### src/rtl/shared_reg_arbiter.sv
// Purpose : two-requester round-robin arbiter guarding one shared WIDTH-bit register.
// Latency : one edge from a request sampled in IDLE to q/gnt/owner/wr_cnt updated.
// Backpres: no stalls; one write per two cycles, requests during ACK are ignored.
//
// Ports:
//   clk, reset     - single clock, synchronous active-high reset
//   req[1:0]       - write requests from requester 0 and 1
//   wdata0/wdata1  - write data of each requester, sampled only on the granting edge
//   gnt[1:0]       - one-hot acknowledge, high for the single ACK cycle after a write
//   q              - shared register contents
//   owner          - requester index of the most recent write
//   wr_cnt         - completed writes, modulo 16
module shared_reg_arbiter #(
    parameter int WIDTH = 8
) (
    input  logic             clk,
    input  logic             reset,
    input  logic [1:0]       req,
    input  logic [WIDTH-1:0] wdata0,
    input  logic [WIDTH-1:0] wdata1,
    output logic [1:0]       gnt,
    output logic [WIDTH-1:0] q,
    output logic             owner,
    output logic [3:0]       wr_cnt
);

    // One-hot-style encoding chosen so the ACK states map directly onto gnt bits;
    // gnt is then the state flop itself, i.e. a registered Moore output.
    typedef enum logic [1:0] {
        IDLE = 2'b00,
        ACK0 = 2'b01,
        ACK1 = 2'b10
    } state_t;

    state_t           state_q, state_d;
    logic [WIDTH-1:0] q_q;
    logic             owner_q;
    logic [3:0]       wr_cnt_q;
    logic             last_q;     // last-granted requester index
    logic             wr_en;
    logic             win;

    // A write happens only when sampled in IDLE with any request pending.
    assign wr_en = (state_q == IDLE) && (req != 2'b00);

    // Single requester wins outright; on a tie the one not granted last wins.
    assign win = (req == 2'b11) ? ~last_q : req[1];

    // State register
    always_ff @(posedge clk) begin
        if (reset) begin
            state_q <= IDLE;
        end else begin
            state_q <= state_d;
        end
    end

    // Next-state logic: ACK states always fall back to IDLE after one cycle.
    always_comb begin
        state_d = IDLE;
        case (state_q)
            IDLE: begin
                if (wr_en) begin
                    state_d = win ? ACK1 : ACK0;
                end
            end
            ACK0:    state_d = IDLE;
            ACK1:    state_d = IDLE;
            default: state_d = IDLE;
        endcase
    end

    // Output logic
    always_comb begin
        gnt = 2'b00;
        case (state_q)
            ACK0:    gnt = 2'b01;
            ACK1:    gnt = 2'b10;
            default: gnt = 2'b00;
        endcase
    end

    // Shared register, owner, write counter and round-robin pointer.
    // Pointer resets to 1 so requester 0 wins the first tie.
    always_ff @(posedge clk) begin
        if (reset) begin
            q_q      <= '0;
            owner_q  <= 1'b0;
            wr_cnt_q <= 4'h0;
            last_q   <= 1'b1;
        end else if (wr_en) begin
            q_q      <= win ? wdata1 : wdata0;
            owner_q  <= win;
            wr_cnt_q <= wr_cnt_q + 4'd1;
            last_q   <= win;
        end
    end

    assign q      = q_q;
    assign owner  = owner_q;
    assign wr_cnt = wr_cnt_q;

endmodule
### config.mk
export PLATFORM = sky130hd
export DESIGN_NAME = shared_reg_arbiter
export DESIGN_NICKNAME = d
export VERILOG_FILES = /design/src/rtl/shared_reg_arbiter.sv
export SDC_FILE = /design/constraint.sdc
export NUM_CORES = 1
export LEC_CHECK = 0
export ABC_AREA = 0
export BUFFER_PORTS_ARGS = -buffer_cell sky130_fd_sc_hd__buf_2
export CORE_UTILIZATION = 35
export DETAILED_ROUTE_END_ITERATION = 8
export SYNTH_ARGS = -nofsm -noshare
export SYNTH_HDL_FRONTEND = slang
export SYNTH_SLANG_ARGS = --single-unit
### constraint.sdc
create_clock -name clk -period 1.6 [get_ports clk]
set_input_delay 0.16 -clock clk [delete_from_list [all_inputs] [get_ports clk]]
set_output_delay 0.16 -clock clk [all_outputs]
set_load 0.01 [all_outputs]
==> metrics.yaml <==
num_rows: 15
cts_buffers: 3
path_max_fanout: 9
max_stage_delay_ps: 520
cpLargestDelayFamily: "simple AND/OR/NAND/NOR gates"
globalRouteMet1Util_pct: 21.26
synth_compound_area_share_pct: 27.07
setup_violations: 0
syn_nets: 101
p_leak_nw: 0.4374
dp_hpwl_mm: 1.268
clock.fmax_ghz: 0.7169
worstSetupStartpoint: "state_q[0]"
busiest_layer: "met2"
ys_seq_area_share_pct: 44.99
tightestPinTransition_ps: 351.0
crit_type: "register to register"
hold_buffers: 0
worst-path-buf-inv: 0
cts-htree-levels: 1
die_area_um2: 2218
min-delay-path-class: "input pin to register"
clock-sinks: 16
grt_pass1_wl_mm: 2.677
crit_path_end_kind: "register"
multi_input_area_um2: 361.6
dr.first_iter.drc_count: 10
ys_ff_latch: 16
drc_errors: 0
routed-via-count: 720
synthesis.area_um2: 711.9
gp_congestion: 0.7189
cp_cell_sequence: "or2_1, or4_1, a21oi_1"
setup_tns_ps: 0
synth_top_family_by_area: "compound AO/OA/AOI/OAI gates"
yosysWarnings: 0
coreArea_um2: 1821
netlist_instances: 80
hold_ws_ps: 111.4
slew_viol_final: 0
grt_max_degree: 18
synth.area.mux_share_pct: 0
cts_resized: 0
slowest_stage: "or4_1"
dpl_cell_area_um2: 909.6
maxCapViolations: 0
postSynthAreaPerCell_um2: 8.899
rsz0062_at_grt: "false"
final_nets: 138
synth_xor_area_share_pct: 0
ios: 35
root_buffer: "clkbuf_4"
grt_usage_pct: 17.81
finalHoldViolCount: 0
crit_arrival_ps: 1610
cts_buffer_depth: 2
overflow: 0
cp-start-kind: "register"
antennaDiodeCount: 0
postCtsSetupRepairBufs: 0
nFillCells: 200
tritoncts: "yes"
slew_headroom_pct: 76.51
drive_gt1_share_pct: 39.13
synthSimpleGateAreaFrac_pct: 21.97
crit_required_ps: 1810
first_pass_iters: 4
grt_pass1_vias: 653
viasPerCell: 5.143
finalWirelength_mm: 1.636
cts.clk_slew.worst_paths_ps: 90
regArea_um2: 320.3
met3_usage_pct: 4.615
grt_antenna_before_repair: 0
ir_drop_mv: 0.4179
fin_crit_sh_pct: 87.18
die_y_um: 47.10
yosysUniqueCellTypes: 26
ant_nets: 0
final_area_um2: 932.1
p_per_area_nw_per_um2: 925.0
areaGrowthSynthToFinish_pct: 30.93
insertion_delay_ps: 270
finalCriticalPeriod_ps: 1395
hp-start: "wdata0[5]"
status: "complete, no violations"
reg2reg_from: "state_q[0]"
grt_use_met2_pct: 29.72
die_x_um: 47.10
finClkSkew_ps: 4.258
yosys.area_share.adder_pct: 1.757
initial_core_util_pct: 39.11
port_buffers: 34
routedWlPerCell_um: 11.69
## flip-flops by register name, indices dropped and copies added, names as in the netlist
name     flops
q            8
state_q      2
owner        1
wr_cnt       4
last_q       1
## worst reg2reg max path: cells and delay by family, from the launching register on
| kind | cells | cell delay, ps |
|---|---|---|
| flops | 1 | 340 |
| compound gates | 1 | 140 |
| simple gates | 2 | 850 |
## kinds of logic (layout without fill, tap and decap cells)
group                    count (synthesis)  after routing
flip-flops                              16             16
AND/OR/NAND/NOR                         30             30
adder cells (fa/ha/maj)                  1              1
AO/OA/AOI/OAI                           27             27
buffers and inverters                    6             41
## layer usage
| metal | vias up | part of all wire [%] |
|---|---|---|
| met2 | 25 | 48 |
| met3 | 2 | 5.0 |
| met1 | 323 | 46 |
| met5 | - | 0 |
| li1 | 370 | - |
| met4 | 0 | 0.73 |
## final timing paths
path	to	slack, ps	depth (start not counted)
min reg2reg	owner	460	1
min	q[5]	110	2
max	wr_cnt[3]	210	3
max reg2reg	wr_cnt[3]	210	3
## synthesized netlist by cell type, drive strengths merged
library cell / instances / area [µm²]
a311oi: 7 / 61.31
clkbuf: 4 / 15.01
a221o: 3 / 30.03
a31o: 1 / 8.760
or2: 2 / 12.52
inv: 1 / 3.750
ha: 1 / 12.51
o31ai: 1 / 7.510
nor4b: 2 / 17.52
or3b: 1 / 8.760
a21o: 1 / 7.510
or4: 1 / 7.510
nor2b: 3 / 18.77
dfxtp: 16 / 320.3
or3: 1 / 6.260
nand2: 12 / 45.04
a21oi: 10 / 50.05
buf: 1 / 11.26
nand3: 2 / 10.01
o21ai: 2 / 10.01
a21boi: 1 / 7.510
nor2: 4 / 15.01
nor3: 2 / 15.01
a21bo: 1 / 10.01
## area by class of cell
class / count / share of cell area, %
multi-input cells: 58 / 38.79
flip-flops and latches: 16 / 34.36
repair buffers: 37 / 20.67
well taps: 25 / 3.356
clock buffers: 3 / 2.416
inverters: 1 / 0.4027
## where the power goes
group | internal (W) | switching (W)
registers | 0.000436 | 0.0000247
clock network | 0.0000870 | 0.000114
logic | 0.0000949 | 0.000106
## per-stage QoR
step,total power [W],instances,util [%],setup slack (ps)
floorplan,0.0005883,80,-,251.1
global placement,0.0006708,137,49.97,244.6
detailed placement,0.0006743,137,49.97,212.7
CTS,0.0008749,140,51.20,200.3
global route,0.0009225,140,51.20,95.43
finish,0.0008622,140,51.20,205.2
## placed cells by master, fill, tap and decap left out, types with 3 or more instances in the layout
cell and count:
a21oi_1 10, a221o_1 3, a311oi_1 7, buf_2 34, buf_4 3, clkbuf_4 3, dfxtp_1 16, nand2_1 12
nor2_1 4, nor2b_1 3
Power figures use the tool's default switching activity.
